## src/rtl/hazard_pkg.sv

```systemverilog
// Shared types and constants for the pipeline hazard controller.
package hazard_pkg;

  localparam logic [1:0] FWD_RF  = 2'b00;
  localparam logic [1:0] FWD_WB  = 2'b01;
  localparam logic [1:0] FWD_MEM = 2'b10;

  typedef enum logic {MD_IDLE, MD_BUSY} md_state_t;

  // A later-stage write matches a source tag; register $0 is never a producer.
  function automatic logic tag_hit(input logic we, input logic [4:0] wr, input logic [4:0] src);
    return we && (wr != 5'd0) && (wr == src);
  endfunction

endpackage

```

## src/rtl/hazard_unit_if.sv

```systemverilog
// Pipeline <-> hazard unit signal bundle; the pipeline is master, the hazard unit is slave.
interface hazard_unit_if #(parameter int STAT_W = 16);

  logic [4:0]        Rs_D, Rt_D, Rs_E, Rt_E;
  logic [4:0]        WriteReg_E, WriteReg_M, WriteReg_W;
  logic              RegWrite_E, MemToReg_E;
  logic              RegWrite_M, MemToReg_M;
  logic              RegWrite_W;
  logic              Branch_D, PCSrc_D;
  logic              MulDiv_D, MfHiLo_D, MulDivStart_E;

  logic              Stall_F, Stall_D, Flush_D, Flush_E;
  logic              ForwardA_D, ForwardB_D;
  logic [1:0]        ForwardA_E, ForwardB_E;
  logic              MdBusy;
  logic [STAT_W-1:0] StallCnt, FlushCnt;

  modport master (
    output Rs_D, Rt_D, Rs_E, Rt_E, WriteReg_E, WriteReg_M, WriteReg_W,
           RegWrite_E, MemToReg_E, RegWrite_M, MemToReg_M, RegWrite_W,
           Branch_D, PCSrc_D, MulDiv_D, MfHiLo_D, MulDivStart_E,
    input  Stall_F, Stall_D, Flush_D, Flush_E, ForwardA_D, ForwardB_D,
           ForwardA_E, ForwardB_E, MdBusy, StallCnt, FlushCnt
  );

  modport slave (
    input  Rs_D, Rt_D, Rs_E, Rt_E, WriteReg_E, WriteReg_M, WriteReg_W,
           RegWrite_E, MemToReg_E, RegWrite_M, MemToReg_M, RegWrite_W,
           Branch_D, PCSrc_D, MulDiv_D, MfHiLo_D, MulDivStart_E,
    output Stall_F, Stall_D, Flush_D, Flush_E, ForwardA_D, ForwardB_D,
           ForwardA_E, ForwardB_E, MdBusy, StallCnt, FlushCnt
  );

endinterface

```

## src/rtl/hazard_unit_muldiv_busy_tracker.sv

```systemverilog
// Tracks the HI/LO unit occupancy window: busy for exactly MD_LATENCY cycles after an issue.
module muldiv_busy_tracker
  import hazard_pkg::*;
#(
  parameter int MD_LATENCY = 32
) (
  input  logic clk,
  input  logic rst_n,
  input  logic i_start,
  output logic o_busy
);

  localparam int CNT_W = (MD_LATENCY > 2) ? $clog2(MD_LATENCY) : 1;

  md_state_t        r_state, w_next_state;
  logic [CNT_W-1:0] r_cnt, w_next_cnt;

  always_ff @(posedge clk or negedge rst_n) begin
    if (!rst_n) begin
      r_state <= MD_IDLE;
      r_cnt   <= '0;
    end else begin
      r_state <= w_next_state;
      r_cnt   <= w_next_cnt;
    end
  end

  // A start while already busy cannot occur legally, so it is simply ignored.
  always_comb begin
    w_next_state = r_state;
    w_next_cnt   = r_cnt;
    case (r_state)
      MD_IDLE: begin
        if (i_start) begin
          w_next_state = MD_BUSY;
          w_next_cnt   = CNT_W'(MD_LATENCY - 1);
        end
      end
      MD_BUSY: begin
        if (r_cnt == '0) begin
          w_next_state = MD_IDLE;
        end else begin
          w_next_cnt = r_cnt - CNT_W'(1);
        end
      end
      default: begin
        w_next_state = MD_IDLE;
        w_next_cnt   = '0;
      end
    endcase
  end

  always_comb begin
    o_busy = (r_state == MD_BUSY);
  end

endmodule

```

## src/rtl/hazard_unit.sv

```systemverilog
// Combinational stall/flush/forward control for the 5-stage core plus the mul/div busy window.
// Optional stall/flush performance counters are enabled by defining HAZARD_STATS_EN.
module hazard_unit
  import hazard_pkg::*;
#(
  parameter int MD_LATENCY = 32,
  parameter int STAT_W     = 16
) (
  input  logic          clk,
  input  logic          rst_n,
  hazard_unit_if.slave  hz
);

  logic       w_md_busy;
  logic       w_lwstall, w_brstall, w_mdstall, w_stall, w_flush_d;
  logic [1:0] w_fwd_a_e, w_fwd_b_e;

  muldiv_busy_tracker #(.MD_LATENCY(MD_LATENCY)) u_md (
    .clk     (clk),
    .rst_n   (rst_n),
    .i_start (hz.MulDivStart_E),
    .o_busy  (w_md_busy)
  );

  // MEM has the newer value, so it wins over WB.
  always_comb begin
    w_fwd_a_e = FWD_RF;
    if (tag_hit(hz.RegWrite_M, hz.WriteReg_M, hz.Rs_E))      w_fwd_a_e = FWD_MEM;
    else if (tag_hit(hz.RegWrite_W, hz.WriteReg_W, hz.Rs_E)) w_fwd_a_e = FWD_WB;
    w_fwd_b_e = FWD_RF;
    if (tag_hit(hz.RegWrite_M, hz.WriteReg_M, hz.Rt_E))      w_fwd_b_e = FWD_MEM;
    else if (tag_hit(hz.RegWrite_W, hz.WriteReg_W, hz.Rt_E)) w_fwd_b_e = FWD_WB;
  end

  always_comb begin
    w_lwstall = hz.MemToReg_E && ((hz.Rt_E == hz.Rs_D) || (hz.Rt_E == hz.Rt_D));
    w_brstall = hz.Branch_D &&
                (tag_hit(hz.RegWrite_E, hz.WriteReg_E, hz.Rs_D) ||
                 tag_hit(hz.RegWrite_E, hz.WriteReg_E, hz.Rt_D) ||
                 tag_hit(hz.MemToReg_M, hz.WriteReg_M, hz.Rs_D) ||
                 tag_hit(hz.MemToReg_M, hz.WriteReg_M, hz.Rt_D));
    w_mdstall = w_md_busy && (hz.MulDiv_D || hz.MfHiLo_D);
    w_stall   = w_lwstall || w_brstall || w_mdstall;
    w_flush_d = hz.PCSrc_D && !w_stall;
  end

  assign hz.Stall_F    = w_stall;
  assign hz.Stall_D    = w_stall;
  assign hz.Flush_E    = w_stall;
  assign hz.Flush_D    = w_flush_d;
  assign hz.ForwardA_E = w_fwd_a_e;
  assign hz.ForwardB_E = w_fwd_b_e;
  assign hz.ForwardA_D = tag_hit(hz.RegWrite_M, hz.WriteReg_M, hz.Rs_D);
  assign hz.ForwardB_D = tag_hit(hz.RegWrite_M, hz.WriteReg_M, hz.Rt_D);
  assign hz.MdBusy     = w_md_busy;

`ifdef HAZARD_STATS_EN
  logic [STAT_W-1:0] r_stall_cnt, r_flush_cnt;

  // Counters stick at all-ones rather than wrapping.
  always_ff @(posedge clk or negedge rst_n) begin
    if (!rst_n) begin
      r_stall_cnt <= '0;
      r_flush_cnt <= '0;
    end else begin
      if (w_stall && (r_stall_cnt != '1))   r_stall_cnt <= r_stall_cnt + STAT_W'(1);
      if (w_flush_d && (r_flush_cnt != '1)) r_flush_cnt <= r_flush_cnt + STAT_W'(1);
    end
  end

  assign hz.StallCnt = r_stall_cnt;
  assign hz.FlushCnt = r_flush_cnt;
`else
  assign hz.StallCnt = '0;
  assign hz.FlushCnt = '0;
`endif

endmodule

```

## src/flat_wrapper.sv

```systemverilog
// flat-port wrapper written by rule: the top's interface ports become plain ports
module hazard_unit_flat import hazard_pkg::*;
#(
  parameter int MD_LATENCY = 32,
  parameter int STAT_W     = 16
)
  (clk, rst_n, hz_Rs_D, hz_Rt_D, hz_Rs_E, hz_Rt_E, hz_WriteReg_E, hz_WriteReg_M, hz_WriteReg_W, hz_RegWrite_E, hz_MemToReg_E, hz_RegWrite_M, hz_MemToReg_M, hz_RegWrite_W, hz_Branch_D, hz_PCSrc_D, hz_MulDiv_D, hz_MfHiLo_D, hz_MulDivStart_E, hz_Stall_F, hz_Stall_D, hz_Flush_D, hz_Flush_E, hz_ForwardA_D, hz_ForwardB_D, hz_ForwardA_E, hz_ForwardB_E, hz_MdBusy, hz_StallCnt, hz_FlushCnt);
  hazard_unit_if #(.STAT_W(STAT_W)) hz_i ();
  input  logic clk;
  input  logic rst_n;
  input wire logic [$bits(hz_i.Rs_D)-1:0] hz_Rs_D;
  input wire logic [$bits(hz_i.Rt_D)-1:0] hz_Rt_D;
  input wire logic [$bits(hz_i.Rs_E)-1:0] hz_Rs_E;
  input wire logic [$bits(hz_i.Rt_E)-1:0] hz_Rt_E;
  input wire logic [$bits(hz_i.WriteReg_E)-1:0] hz_WriteReg_E;
  input wire logic [$bits(hz_i.WriteReg_M)-1:0] hz_WriteReg_M;
  input wire logic [$bits(hz_i.WriteReg_W)-1:0] hz_WriteReg_W;
  input wire logic [$bits(hz_i.RegWrite_E)-1:0] hz_RegWrite_E;
  input wire logic [$bits(hz_i.MemToReg_E)-1:0] hz_MemToReg_E;
  input wire logic [$bits(hz_i.RegWrite_M)-1:0] hz_RegWrite_M;
  input wire logic [$bits(hz_i.MemToReg_M)-1:0] hz_MemToReg_M;
  input wire logic [$bits(hz_i.RegWrite_W)-1:0] hz_RegWrite_W;
  input wire logic [$bits(hz_i.Branch_D)-1:0] hz_Branch_D;
  input wire logic [$bits(hz_i.PCSrc_D)-1:0] hz_PCSrc_D;
  input wire logic [$bits(hz_i.MulDiv_D)-1:0] hz_MulDiv_D;
  input wire logic [$bits(hz_i.MfHiLo_D)-1:0] hz_MfHiLo_D;
  input wire logic [$bits(hz_i.MulDivStart_E)-1:0] hz_MulDivStart_E;
  output wire logic [$bits(hz_i.Stall_F)-1:0] hz_Stall_F;
  output wire logic [$bits(hz_i.Stall_D)-1:0] hz_Stall_D;
  output wire logic [$bits(hz_i.Flush_D)-1:0] hz_Flush_D;
  output wire logic [$bits(hz_i.Flush_E)-1:0] hz_Flush_E;
  output wire logic [$bits(hz_i.ForwardA_D)-1:0] hz_ForwardA_D;
  output wire logic [$bits(hz_i.ForwardB_D)-1:0] hz_ForwardB_D;
  output wire logic [$bits(hz_i.ForwardA_E)-1:0] hz_ForwardA_E;
  output wire logic [$bits(hz_i.ForwardB_E)-1:0] hz_ForwardB_E;
  output wire logic [$bits(hz_i.MdBusy)-1:0] hz_MdBusy;
  output wire logic [$bits(hz_i.StallCnt)-1:0] hz_StallCnt;
  output wire logic [$bits(hz_i.FlushCnt)-1:0] hz_FlushCnt;
  assign hz_i.Rs_D = hz_Rs_D;
  assign hz_i.Rt_D = hz_Rt_D;
  assign hz_i.Rs_E = hz_Rs_E;
  assign hz_i.Rt_E = hz_Rt_E;
  assign hz_i.WriteReg_E = hz_WriteReg_E;
  assign hz_i.WriteReg_M = hz_WriteReg_M;
  assign hz_i.WriteReg_W = hz_WriteReg_W;
  assign hz_i.RegWrite_E = hz_RegWrite_E;
  assign hz_i.MemToReg_E = hz_MemToReg_E;
  assign hz_i.RegWrite_M = hz_RegWrite_M;
  assign hz_i.MemToReg_M = hz_MemToReg_M;
  assign hz_i.RegWrite_W = hz_RegWrite_W;
  assign hz_i.Branch_D = hz_Branch_D;
  assign hz_i.PCSrc_D = hz_PCSrc_D;
  assign hz_i.MulDiv_D = hz_MulDiv_D;
  assign hz_i.MfHiLo_D = hz_MfHiLo_D;
  assign hz_i.MulDivStart_E = hz_MulDivStart_E;
  assign hz_Stall_F = hz_i.Stall_F;
  assign hz_Stall_D = hz_i.Stall_D;
  assign hz_Flush_D = hz_i.Flush_D;
  assign hz_Flush_E = hz_i.Flush_E;
  assign hz_ForwardA_D = hz_i.ForwardA_D;
  assign hz_ForwardB_D = hz_i.ForwardB_D;
  assign hz_ForwardA_E = hz_i.ForwardA_E;
  assign hz_ForwardB_E = hz_i.ForwardB_E;
  assign hz_MdBusy = hz_i.MdBusy;
  assign hz_StallCnt = hz_i.StallCnt;
  assign hz_FlushCnt = hz_i.FlushCnt;
  hazard_unit #(.MD_LATENCY(MD_LATENCY), .STAT_W(STAT_W)) u_core (.clk(clk), .rst_n(rst_n), .hz(hz_i));
endmodule
```

## config.mk

```make
export PLATFORM = sky130hd
export DESIGN_NAME = hazard_unit_flat
export DESIGN_NICKNAME = d
export VERILOG_FILES = /design/src/rtl/hazard_pkg.sv /design/src/rtl/hazard_unit_if.sv /design/src/rtl/hazard_unit_muldiv_busy_tracker.sv /design/src/rtl/hazard_unit.sv /design/src/flat_wrapper.sv
export SDC_FILE = /design/constraint.sdc
export NUM_CORES = 1
export LEC_CHECK = 0
export BUFFER_PORTS_ARGS = -buffer_cell sky130_fd_sc_hd__buf_2
export CORE_MARGIN = 1.5
export CORE_UTILIZATION = 42
export CTS_CLUSTER_DIAMETER = 60
export DETAILED_ROUTE_END_ITERATION = 6
export PLACE_DENSITY_LB_ADDON = 0.3
export RECOVER_POWER = 25
export SLEW_MARGIN = 20
export SYNTH_ARGS = -nofsm -noshare
export SYNTH_HDL_FRONTEND = slang
export SYNTH_SLANG_ARGS = --single-unit
```

## constraint.sdc

```tcl
create_clock -name clk -period 4.1 [get_ports clk]
set_input_delay 0.205 -clock clk [delete_from_list [all_inputs] [get_ports clk]]
set_output_delay 0.205 -clock clk [all_outputs]
set_load 0.05 [all_outputs]
```

; ---- Yosys cells after proc, flatten, opt, wreduce, memory -nomap -nowiden
; Index checks and enable logic that the tools add are counted.
[op_classes]
bitwise = 1
n_addsub = 1
muxes = 10
n_reduce_logical = 31
n_eq_ne = 12
[op_table]
columns = operator, count
row1 = 5-bit equality test, 10
row2 = 1-bit logical AND, 18
row3 = 5-bit nonzero test, 3
row4 = 5-bit two-way mux, 2
row5 = 5-bit one-hot mux with 2 select lines, 1
row6 = 1-bit logical OR, 7
row7 = 5-bit logical NOT, 1
row8 = "5-bit by 1-bit subtractor with 5-bit output, second input constant", 1
row9 = 1-bit two-way mux, 4
row10 = 2-bit two-way mux, 2
row11 = "2-bit != test, second input constant", 2
row12 = 1-bit one-hot mux with 2 select lines, 1
row13 = 2-bit AND reduction, 1
row14 = 1-bit logical NOT, 1
row15 = 1-bit inverter, 1
[word_totals]
inputBits = 47
reg_bits = 6
wordCells = 57
out_inout_bits = 43

; ---- Longest topological paths before layout
; Gate-level depths: netlist (run 1).
[logic_depth]
ltp_word = 11
ltp_mapped = 7
depth_no_buf = 7

; ---- Cells and area by module
; A second synthesis (run 1) with hierarchy kept.
[hier_totals]
cells_unflattened = 152
hier_area_um2 = 1263.7
[by_module_without_submodules]
columns = module, cells_per_inst, seq_area_each_um2, area_each_um2, n_inst
row1 = hazard_unit, 126, 0.0, 977.2, 1
row2 = muldiv_busy_tracker, 26, 150.1, 286.5, 1

; ---- Worst setup path after synthesis (run 1)
; No wires, ideal clock.
[synth_timing]
path_type = in2out
from = input hz_WriteReg_M[4]
to = output hz_ForwardA_E[0]
n_path_buf = 1
required_ps = 3895
cell_stages = 6
t_arrival_ps = 2744
path_slack_ps = 1151
cell_sequence = buf_2 nor3_1 nand2_1 nand2_1 nor4_1 nor4_2
[synth_via]
elab_chain_cells = 4
word_cells_on_any_way = 5
classes_between = eq/ne: 1 / mux: 1 / reduce/logical: 3
[synth_rtl]
columns = element, line
row1 = "start, declared", flat_wrapper.sv:16  ; input wire logic [$bits(hz_i.WriteReg_M)-1:0] hz_WriteReg_M;
row2 = 5-bit nonzero test, hazard_pkg.sv:12  ; return we && (wr != 5'd0) && (wr == src);
row3 = 1-bit logical AND, hazard_pkg.sv:12
row4 = 1-bit logical AND *, hazard_pkg.sv:12
row5 = 2-bit two-way mux *, hazard_unit.sv:28  ; if (tag_hit(hz.RegWrite_M, hz.WriteReg_M, hz.Rs_E)) w_fwd_a_e = FWD_MEM;
row6 = "end, declared", flat_wrapper.sv:34  ; output wire logic [$bits(hz_i.ForwardA_E)-1:0] hz_ForwardA_E;
; Every way passes the cells marked *; elsewhere a longest branch is shown, timed or not.

; ---- Final worst setup path (run 1)
[layout_timing]
from = input hz_WriteReg_E[0]
to = output hz_Flush_D
[layout_via]
elab_chain_cells = 11
word_cells_on_any_way = 14
classes_between = eq/ne: 2 / reduce/logical: 12
[layout_rtl]
columns = element, line
row1 = "start, declared", flat_wrapper.sv:15  ; input wire logic [$bits(hz_i.WriteReg_E)-1:0] hz_WriteReg_E;
row2 = 5-bit nonzero test, hazard_pkg.sv:12
row3 = 1-bit logical AND (2 in series), hazard_pkg.sv:12
row4 = 1-bit logical OR *, hazard_unit.sv:38  ; (tag_hit(hz.RegWrite_E, hz.WriteReg_E, hz.Rs_D) ||
row5 = 1-bit logical OR *, hazard_unit.sv:39  ; tag_hit(hz.RegWrite_E, hz.WriteReg_E, hz.Rt_D) ||
row6 = 1-bit logical OR *, hazard_unit.sv:40  ; tag_hit(hz.MemToReg_M, hz.WriteReg_M, hz.Rs_D) ||
row7 = 1-bit logical AND *, hazard_unit.sv:37  ; w_brstall = hz.Branch_D &&
row8 = 1-bit logical OR * (2 in series), hazard_unit.sv:43  ; w_stall = w_lwstall || w_brstall || w_mdstall;
row9 = 1-bit logical NOT *, hazard_unit.sv:44  ; w_flush_d = hz.PCSrc_D && !w_stall;
row10 = 1-bit logical AND *, hazard_unit.sv:44
row11 = "end, declared", flat_wrapper.sv:30  ; output wire logic [$bits(hz_i.Flush_D)-1:0] hz_Flush_D;
; Marks and branches as above.

==> results of run 1 <==
-- cells by family (layout without fill, tap and decap cells) --
family / after synthesis / in the layout
buf+inv: 44 / 66
xor+xnor: 53 / 53
fa+ha+maj: 2 / 2
other cells: 1 / 32
flops: 6 / 6
compound gates: 8 / 8
simple gates: 44 / 44
-- layout make-up --
class | count | share of cell area
inverter | 5 | 0.0129
clock buffer | 3 | 0.0155
multi-input combinational | 139 | 0.639
sequential | 6 | 0.103
timing repair buffer | 58 | 0.202
tap | 31 | 0.0267
-- through the flow --
stage                     cells  setup WS (ns)  instance area, um2  utilization  hold WS, ns
after floorplan             189           1.15                1380            -      -0.0906
after global placement      238           2.35                1420        0.507       0.0317
after detailed placement    238           2.35                1420        0.507       0.0353
after CTS                   242           2.34                1460        0.519        0.263
after global routing        242           2.30                1450        0.518        0.294
final                       242           2.36                1450        0.518        0.275
-- routing by layer --
layer | up-vias | track usage
met5 | - | 0
met4 | 0 | 0.0498
met3 | 2 | 0.0223
met2 | 51 | 0.282
met1 | 493 | 0.224
li1 | 559 | -
-- worst reg2reg max path, stage by stage, from the launching register on --
cell and delay, ns:
dfrtp_1 0.39, inv_1 0.10, ha_1 0.14, inv_1 0.06
o41ai_4 0.43, nor4_1 0.12, xnor2_1 0.15, nand2_1 0.06
-- power by group --
group	total [uW]	leakage [uW]	internal, uW	switching (uW)
Combinational	341	0.000633	110	231
Sequential	121	0.0000643	87.6	33.8
Clock	55.8	0.0000138	33.2	22.6
-- flip-flops by register name, indices dropped and copies added, names as in the netlist --
| name | cells |
|---|---|
| u_core.u_md.o_busy | 1 |
| u_core.u_md.r_cnt | 5 |
-- worst paths after layout --
path	slack, ns	start	cells past startpoint	end
hold reg to reg	0.52	u_core.u_md.r_cnt[0]	2	u_core.u_md.r_cnt[0]
setup reg to reg	2.52	u_core.u_md.r_cnt[1]	7	u_core.u_md.r_cnt[4]
hold / removal	0.28	hz_MulDivStart_E	3	u_core.u_md.r_cnt[4]
max in group asynchronous	3.48	rst_n	2	u_core.u_md.r_cnt[0]
min in group asynchronous	0.37	rst_n	2	u_core.u_md.r_cnt[2]
setup / recovery	2.36	hz_WriteReg_E[0]	5	hz_Flush_D
-- placed cells by master (no fill, tap or decap), types with 2 or more instances in the layout --
cell type   n
clkbuf_4    3
nor3_1      5
o21ai_0     2
xor2_1     24
dfrtp_1     6
nor2_1      8
buf_2      56
nand2_1     8
xnor2_1    29
conb_1     32
nor4_1      4
nor4_2      2
or4_1       3
ha_1        2
inv_1       5
nand3_1     9
-- repair_timing --
action	CTS	global route
hold buffers	1	0
endpoints found under the hold margin	6	0
gates resized for setup	0	0
==> key figures, run 1 <==
GRT
  – First-pass GRT wire length: 4.35 mm
  – Total Routing Usage GR: 0.168
  – Global route overflow: 0
  – Number of global-route vias before repair: 935
  – Antenna violations before repair: 0
  – Largest net degree at the start of global routing: 8

Clock network
  – Root Buffer: clkbuf_4
  – Clock slew seen by the registers of the worst setup and hold paths: 0.05 ns
  – CTS tree: built
  – Worst skew pair latency: 0.24 ns
  – Post-CTS Setup Bufs: 0
  – Clock Sinks: 6
  – Num CTS Buffers: 3
  – H-Tree Depth: 1
  – Clock buffer depth: 2

Logic synthesis
  – Share of flip-flops with an asynchronous set or reset: 1.00
  – Post-synthesis compound-gate area fraction: 0.0592
  – Unique masters post-synth: 27
  – XOR/XNOR share of the synthesized area: 0.366
  – Mux cell area share after synthesis: 0
  – Cell taking the most area after synthesis: buf_4
  – Synth Instances: 158
  – Count leader, synth: buf_4
  – Avg Synthesized Cell Area: 8.02 um2
  – Commonest cells post-synth: buf_4, xnor2_1, xor2_1, nand3_1
  – Largest family of logic cells by synthesized area: XOR/XNOR gates
  – Post-synth EDFFs: 0
  – Synth top area share: 0.213
  – Sequential area share after synthesis: 0.118
  – Post-Syn Area: 1270 um2
  – Simple-Gate Fraction of Synth Area: 0.193
  – Yosys Warn Count: 0
  – Post-Synth Adder-Cell Area: 0.0197
  – Yosys reg bits: 6
  – Dominant synthesized flop cell: dfrtp_1
  – Top cells by area, synth: buf_4, xnor2_1, xor2_1

Die
  – Die Y-Extent: 57.9 um
  – Initial Util: 0.452
  – Die area: 3360 um2
  – Number of core rows: 19
  – Chip width: 57.9 um
  – Core Region: 2810 um2
  – IO Count: 90

Pwr
  – P per Cell Area: 356 nW/um2
  – Total Power: 518 uW
  – VDD IR max: 0.122 mV
  – Pleak: 0.000711 uW

STA
  – RSZ-0062 raised after global routing: no
  – Fmax: 573 MHz
  – Clock Skew: 0.00255 ns
  – Final setup violation count: 0
  – Fin. Hold Viols: 0
  – Setup_tns: 0 ns
  – Max-slew violations: 0
  – Fin crit share: 0.426
  – Final min period: 1.74 ns

Layout
  – Sequential cell area: 150 um2
  – Share of cells above drive strength 1: 0.303
  – Synth-to-Final Area Change: 14.7%
  – Fill count: 292
  – Area of the multi-input gates: 930 um2
  – Fin nets: 262
  – Diode count: 0

Placement
  – GP Congestion: 0.892
  – HPWL after DPL: 2.42 mm
  – PortBufs: 57

Job
  – Max-Cap Viols: 0

Setup path
  – Worst path cell trace: buf_2 -> or4_4 -> o2111ai_2 -> and4b_1 -> buf_2
  – Startpoint types: input pin
  – Crit Path Class: input pin to output port
  – Endpoint class of the critical path: output port
  – CP arrival: 1.54 ns
  – CP max FO: 3
  – CP most frequent cell: buf_2
  – Slowest CP cell: or4_4
  – WP data required: 3.89 ns
  – Cell family with most CP delay: simple AND/OR/NAND/NOR gates
  – Worst Path Buf+Inv: 2
  – Slowest stage delay, CP: 0.53 ns

Routing
  – Initial DRC count: 40
  – WL met3: 187 um
  – DRC viols: 0
  – Via/cell ratio: 4.57
  – Routed wire per std cell: 11.4 um
  – Met2 Routed Length: 1.30 mm
  – Detail Route Antenna Nets: 0
  – Routed via count: 1105
  – Highest routing layer actually used: met4
  – WL final: 2.75 mm
  – 1st-pass router iterations: 6
  – Post-Route M1 WL: 1.25 mm

Hold path
  – Hold Path Class: input pin to flop

Run status
  – Outcome: finished clean
Power figures use the tool's default switching activity.
==> inputs of run 2 (changes only) <==
--- a/config.mk
+++ b/config.mk
@@ -7,7 +7,7 @@
 export LEC_CHECK = 0
 export BUFFER_PORTS_ARGS = -buffer_cell sky130_fd_sc_hd__buf_2
 export CORE_MARGIN = 1.5
-export CORE_UTILIZATION = 42
+export CORE_UTILIZATION = 38
 export CTS_CLUSTER_DIAMETER = 60
 export DETAILED_ROUTE_END_ITERATION = 6
 export PLACE_DENSITY_LB_ADDON = 0.3
==> constraint.sdc (replaced) <==
create_clock -name clk -period 1.4 [get_ports clk]
set_input_delay 0.07 -clock clk [delete_from_list [all_inputs] [get_ports clk]]
set_output_delay 0.07 -clock clk [all_outputs]
set_load 0.05 [all_outputs]
==> run 2 against run 1 <==
  * The flow now finishes with violations (setup timing)
  * Power rose to 3.7 times the previous value
  * Setup slack got worse by 2.4 ns
  * Worst hold slack got worse by 0.14 ns
  * Clock power rose to 3.1 times the previous value
  * First-iteration DRC count fell by 23%
  * Global-route usage rose by 0.32 points
  * Clock skew rose by 0.0097 ns
  * Non-clock buffer count rose by 26
==> key figures, run 2 (synthesis gave the netlist of run 1 again) <==
Layout
  – Top reg by flops: u_core.u_md.r_cnt
  – Fill count: 306
  – Share of cells above drive strength 1: 0.450
  – Fin nets: 288
  – Leading cell type in the layout, fill and taps excluded: buf_2
  – Max FFs per register: 5
  – Diode count: 0
  – Leading cell types in the layout, fill and taps excluded: buf_2, conb_1, xnor2_1, buf_4, xor2_1
  – Synth-to-Final Area Change: 47.4%

Setup path
  – Worst path cell trace: buf_6 -> or4_4 -> o2111ai_4 -> nand4b_1 -> buf_6
  – Worst Path Buf+Inv: 2
  – Slowest CP cell: or4_4
  – Reg2Reg Launch Point: u_core.u_md.r_cnt[0]
  – CP Depth: 5
  – CP most frequent cell: buf_6
  – Startpoint types: input pin
  – WP data required: 1.33 ns
  – Crit Path Class: input pin to output port
  – Cell family with most CP delay: simple AND/OR/NAND/NOR gates
  – Crit path launch: hz_WriteReg_E[2]
  – CP max FO: 3
  – CP arrival: 1.38 ns
  – R2R depth: 7
  – Endpoint class of the critical path: output port
  – Slowest stage delay, CP: 0.55 ns

STA
  – Final setup violation count: 7
  – Final min period: 1.45 ns
  – Fmax: 689 MHz
  – Final WS setup: -0.0514 ns
  – Fin. Hold Viols: 0
  – Fin crit share: 1.04
  – Clock Skew: 0.0123 ns
  – Max-slew violations: 0
  – RSZ-0062 raised after global routing: yes

Routing
  – Initial DRC count: 31
  – Via/cell ratio: 4.29
  – Routed via count: 1209
  – Detail Route Antenna Nets: 0
  – WL final: 3.28 mm
  – DRC viols: 0
  – 1st-pass router iterations: 4
  – Routed wire per std cell: 11.6 um

Clock network
  – Clock Sinks: 6
  – CTS tree: built
  – Worst skew pair latency: 0.25 ns
  – Clock slew seen by the registers of the worst setup and hold paths: 0.05 ns
  – H-Tree Depth: 1
  – Clock buffer depth: 2
  – Root Buffer: clkbuf_4
  – Num CTS Buffers: 3

GRT
  – First-pass GRT wire length: 4.71 mm
  – Gr busiest metal: met2
  – Global route overflow: 0
  – Number of global-route vias before repair: 1096
  – Largest net degree at the start of global routing: 7
  – M3 GR Usage: 0.0405
  – GR Util met2: 0.312
  – M1 GR Usage: 0.211
  – Antenna violations before repair: 0
  – Total Routing Usage GR: 0.171

Hold path
  – Hold_sp: hz_MulDivStart_E
  – Hold Path Class: input pin to flop
  – Hold depth: 3

Pwr
  – VDD IR max: 0.356 mV
  – Pleak: 0.000875 uW
  – Clock network power share: 0.091
  – Total Power: 1900 uW
  – Net Switching: 973 uW
  – Switch share: 0.511
  – Combinational power share: 0.728
  – Register share of total power: 0.181
  – P per Cell Area: 1020 nW/um2
  – Internal Pwr Total: 931 uW

Placement
  – GP Congestion: 0.848
  – PortBufs: 57
  – HPWL after DPL: 2.67 mm
  – Setup WS pre-CTS: -0.108 ns

Run status
  – Outcome: complete, but fails checks
  – Failing checks: setup timing

Die
  – IO Count: 90
  – Initial Util: 0.408
  – Chip width: 60.8 um
  – Die area: 3690 um2
  – Die Y-Extent: 60.8 um
  – Number of core rows: 20
  – Core Region: 3100 um2

Job
  – Max-Cap Viols: 0
[run 2: cell types whose count changed in the layout (fill, tap and decap cells not counted), moves of 2 or more]
cell,before,now
inv_1,5,2
or4_1,3,1
or4_4,1,3
nor4_4,0,4
buf_4,0,28
inv_2,0,3
buf_2,56,43
o21ai_0,2,0
nor4_1,4,1
buf_6,0,10
[run 2: final cells by class]
class / count / area (um2) / share of cell area
Multi-Input combinational cell: 139 / 1050 / 0.562
Timing Repair Buffer: 84 / 567 / 0.303
Sequential cell: 6 / 151 / 0.0810
Tap cell: 44 / 55.1 / 0.0295
Clock buffer: 4 / 26.3 / 0.0141
Inverter: 5 / 18.8 / 0.0100
[run 2: what timing repair did]
action                                  in CTS  in global routing
endpoints found under the hold margin        6                  0
pin swaps                                    1                 10
resized for setup                           19                 21
hold buffers                                 1                  0
setup buffers                                1                  2
endpoints found under the setup margin      11                 12
[run 2: worst min-delay path: cells and delay by family]
| family | cells | cell delay (ns) |
|---|---|---|
| and+or+nand+nor | 2 | 0.20 |
| buffers and inverters | 1 | 0.07 |
[run 2: per-layer routing]
layer | vias to the layer above | share of wire
met5 | - | 0
met4 | 0 | 0.0082
met2 | 61 | 0.51
met1 | 534 | 0.42
li1 | 610 | -
met3 | 4 | 0.067
[run 2: power by group through the flow]
stage	sequential [uW]	combinational, uW	clock [uW]
after floorplan	373	894	0
after global placement	336	1170	0
after detailed placement	339	1190	0
after CTS	341	1310	178
after global routing	349	1500	196
final	344	1390	174
[run 2: path summary, 6_finish.rpt]
path,to,slack [ns]
worst max register to register,u_core.u_md.r_cnt[1],-0.04
worst min register to register,u_core.u_md.r_cnt[4],0.58
worst max-delay path,hz_Stall_F,-0.05
min in group asynchronous,u_core.u_md.r_cnt[2],0.22
worst min-delay path,u_core.u_md.r_cnt[4],0.14
max in group asynchronous,u_core.u_md.o_busy,0.93
[run 2: metrics by stage]
| stage | cells | hold WS (ns) | TNS [ns] | utilization | area (um2) |
|---|---|---|---|---|---|
| detailed placement | 274 | -0.102 | -0.545 | 0.537 | 1670 |
| global route | 282 | 0.168 | -0.901 | 0.602 | 1870 |
| finish | 282 | 0.135 | -0.220 | 0.602 | 1870 |
| CTS | 280 | 0.140 | -0.113 | 0.569 | 1770 |
| global placement | 274 | -0.101 | -0.412 | 0.537 | 1670 |
| floorplan | 189 | -0.226 | -1.05 | - | 1450 |
==> inputs of run 3 (changes only) <==
--- a/config.mk
+++ b/config.mk
@@ -5,9 +5,10 @@
 export SDC_FILE = /design/constraint.sdc
 export NUM_CORES = 1
 export LEC_CHECK = 0
+export ABC_AREA = 1
 export BUFFER_PORTS_ARGS = -buffer_cell sky130_fd_sc_hd__buf_2
 export CORE_MARGIN = 1.5
-export CORE_UTILIZATION = 38
+export CORE_UTILIZATION = 39
 export CTS_CLUSTER_DIAMETER = 60
 export DETAILED_ROUTE_END_ITERATION = 6
 export PLACE_DENSITY_LB_ADDON = 0.3
==> run 3 against run 2 <==
  * The run now ends clean
  * Clock power grew 3%
  * Combinational power shrank 17%
  * First-iteration DRC count increased by 55%
  * Sequential power down 6.1%
  * Critical endpoint is now hz_Flush_D
  * Worst hold slack better by 0.013 ns
  * Clock-buffer cell count unchanged
  * Synthesized cell count up 48%
  * Power fell by 13%
==> key figures, run 3 <==
Layout
  – Top reg by flops: u_core.u_md.r_cnt
  – Fill count: 368
  – Max FFs per register: 5
  – Leading cell type in the layout, fill and taps excluded: nand2_1
  – Final core utilization: 0.500
  – Diode count: 0
  – Sequential cell area: 151 um2
  – Leading cell types in the layout, fill and taps excluded: nand2_1, buf_2, conb_1
  – Fin nets: 341
  – Area of the multi-input gates: 1030 um2
  – Final instance area: 1710 um2
  – Share of cells above drive strength 1: 0.278
  – Synth-to-Final Area Change: 20.8%

GRT
  – Number of global-route vias before repair: 1186
  – First-pass GRT wire length: 5.12 mm
  – Antenna violations before repair: 0
  – Largest net degree at the start of global routing: 7
  – Global route overflow: 0
  – Total Routing Usage GR: 0.155

Pwr
  – Clock network power share: 0.108
  – Internal Pwr Total: 740 uW
  – Net Switching: 923 uW
  – Register share of total power: 0.194
  – VDD IR max: 0.284 mV
  – Combinational power share: 0.698
  – Switch share: 0.555
  – P per Cell Area: 975 nW/um2
  – Pleak: 0.00102 uW

Logic synthesis
  – Dominant synthesized flop cell: dfrtp_1
  – Post-synth EDFFs: 0
  – Avg Synthesized Cell Area: 6.04 um2
  – Cell taking the most area after synthesis: buf_4
  – Sequential area share after synthesis: 0.106
  – Share of flip-flops with an asynchronous set or reset: 1.00
  – Unique masters post-synth: 25
  – Yosys Warn Count: 0
  – Top cells by area, synth: buf_4, nand2_1, dfrtp_1
  – Commonest cells post-synth: nand2_1, buf_4, inv_1, nor2_1, xor2_1
  – Synth top area share: 0.197
  – Post-Syn Area: 1410 um2
  – Count leader, synth: nand2_1
  – Synth Instances: 234
  – Yosys reg bits: 6

STA
  – Hold WS: 0.149 ns
  – Fin. Hold Viols: 0
  – RSZ-0062 raised after global routing: yes
  – Final setup violation count: 0
  – Fin crit share: 0.943
  – Final min period: 1.32 ns
  – Fmax: 758 MHz
  – Clock Skew: 0.00791 ns
  – Max-slew violations: 0

Die
  – IO Count: 90
  – Initial Util: 0.414
  – Die Y-Extent: 63.2 um
  – Core Region: 3420 um2
  – Number of core rows: 21
  – Die area: 3990 um2
  – Chip width: 63.2 um

Routing
  – Routed via count: 1400
  – Via/cell ratio: 4.15
  – Detail Route Antenna Nets: 0
  – 1st-pass router iterations: 4
  – DRC viols: 0
  – Routed wire per std cell: 9.34 um
  – Initial DRC count: 48
  – WL final: 3.15 mm

Hold path
  – Hold Path Class: input pin to flop

Clock network
  – H-Tree Depth: 1
  – Clock buffer depth: 2
  – CTS tree: built
  – Clock Sinks: 6
  – Worst skew pair latency: 0.25 ns
  – Clock slew seen by the registers of the worst setup and hold paths: 0.06 ns
  – Num CTS Buffers: 3
  – Root Buffer: clkbuf_4

Placement
  – HPWL after DPL: 2.73 mm
  – Placement Cell Area: 1640 um2
  – PortBufs: 57
  – GP Congestion: 0.798

Setup path
  – WP data required: 1.33 ns
  – Endpoint class of the critical path: output port
  – CP arrival: 1.25 ns
  – Crit Path Class: flop to output port
  – CP max FO: 4
  – Startpoint types: flop

Run status
  – Outcome: finished clean

Job
  – Max-Cap Viols: 0
==> run 3: worst max-delay path, cell delays in order, from the launching register on <==
cell     delay [ns]
dfrtp_2        0.42
inv_1          0.07
nor2_1         0.05
a21oi_2        0.11
nand2_2        0.10
nor2_4         0.09
buf_6          0.16
==> run 3: logic make-up after synthesis <==
logic type | share of synthesized area
compound gates | 0.0283
xor+xnor | 0.205
fa+ha+maj | 0.0177
buf+inv | 0.283
flops | 0.106
other cells | 0.00265
simple gates | 0.357
==> run 3: per-layer routing <==
layer | share of wire | GRT usage
met1 | 0.45 | 0.207
met2 | 0.49 | 0.271
met3 | 0.058 | 0.0143
met4 | 0 | 0.0326
met5 | 0 | 0
==> run 3: repair_timing <==
item,4_1_cts,5_1_grt
endpoints found under the hold margin,6,0
gates resized for setup,1,10
buffers inserted,0,2
hold buffers,1,0
endpoints found under the setup margin,1,6
==> run 3: cell type report <==
class | instances | share of cell area
Multi-Input combinational cell | 190 | 0.603
Clock buffer | 4 | 0.0154
Inverter | 30 | 0.0660
Timing Repair Buffer | 61 | 0.194
Tap cell | 46 | 0.0337
Sequential cell | 6 | 0.0887
==> run 3: path summary, 6_finish.rpt <==
check                           depth (start not counted)  slack, ns                   end                  from
worst max-delay path                                    6       0.08            hz_Flush_D    u_core.u_md.o_busy
worst min-delay path                                    3       0.15  u_core.u_md.r_cnt[2]      hz_MulDivStart_E
worst max register to register                          8       0.09  u_core.u_md.r_cnt[4]  u_core.u_md.r_cnt[1]
worst min register to register                          2       0.50  u_core.u_md.r_cnt[4]  u_core.u_md.r_cnt[4]
max in group asynchronous                               2       0.91    u_core.u_md.o_busy                 rst_n
min in group asynchronous                               2       0.23  u_core.u_md.r_cnt[0]                 rst_n
==> run 3: through the flow <==
stage | setup slack [ns] | std cells | total power [uW] | TNS [ns]
3_3_place_gp | 0.0366 | 330 | 1380 | 0
5_1_grt | -0.0382 | 337 | 1800 | -0.127
2_1_floorplan | -0.0436 | 265 | 1240 | -0.0436
6_report | 0.0801 | 337 | 1660 | 0
4_1_cts | 0.0171 | 335 | 1580 | 0
3_5_place_dp | 0.0207 | 330 | 1390 | 0
==> run 3: power by group through the flow <==
stage | Combinational (uW) | Sequential (uW) | Clock [uW]
final | 1160 | 323 | 180
after global routing | 1270 | 336 | 199
after CTS | 1080 | 318 | 185
after detailed placement | 1070 | 324 | 0
after global placement | 1060 | 318 | 0
after floorplan | 890 | 345 | 0
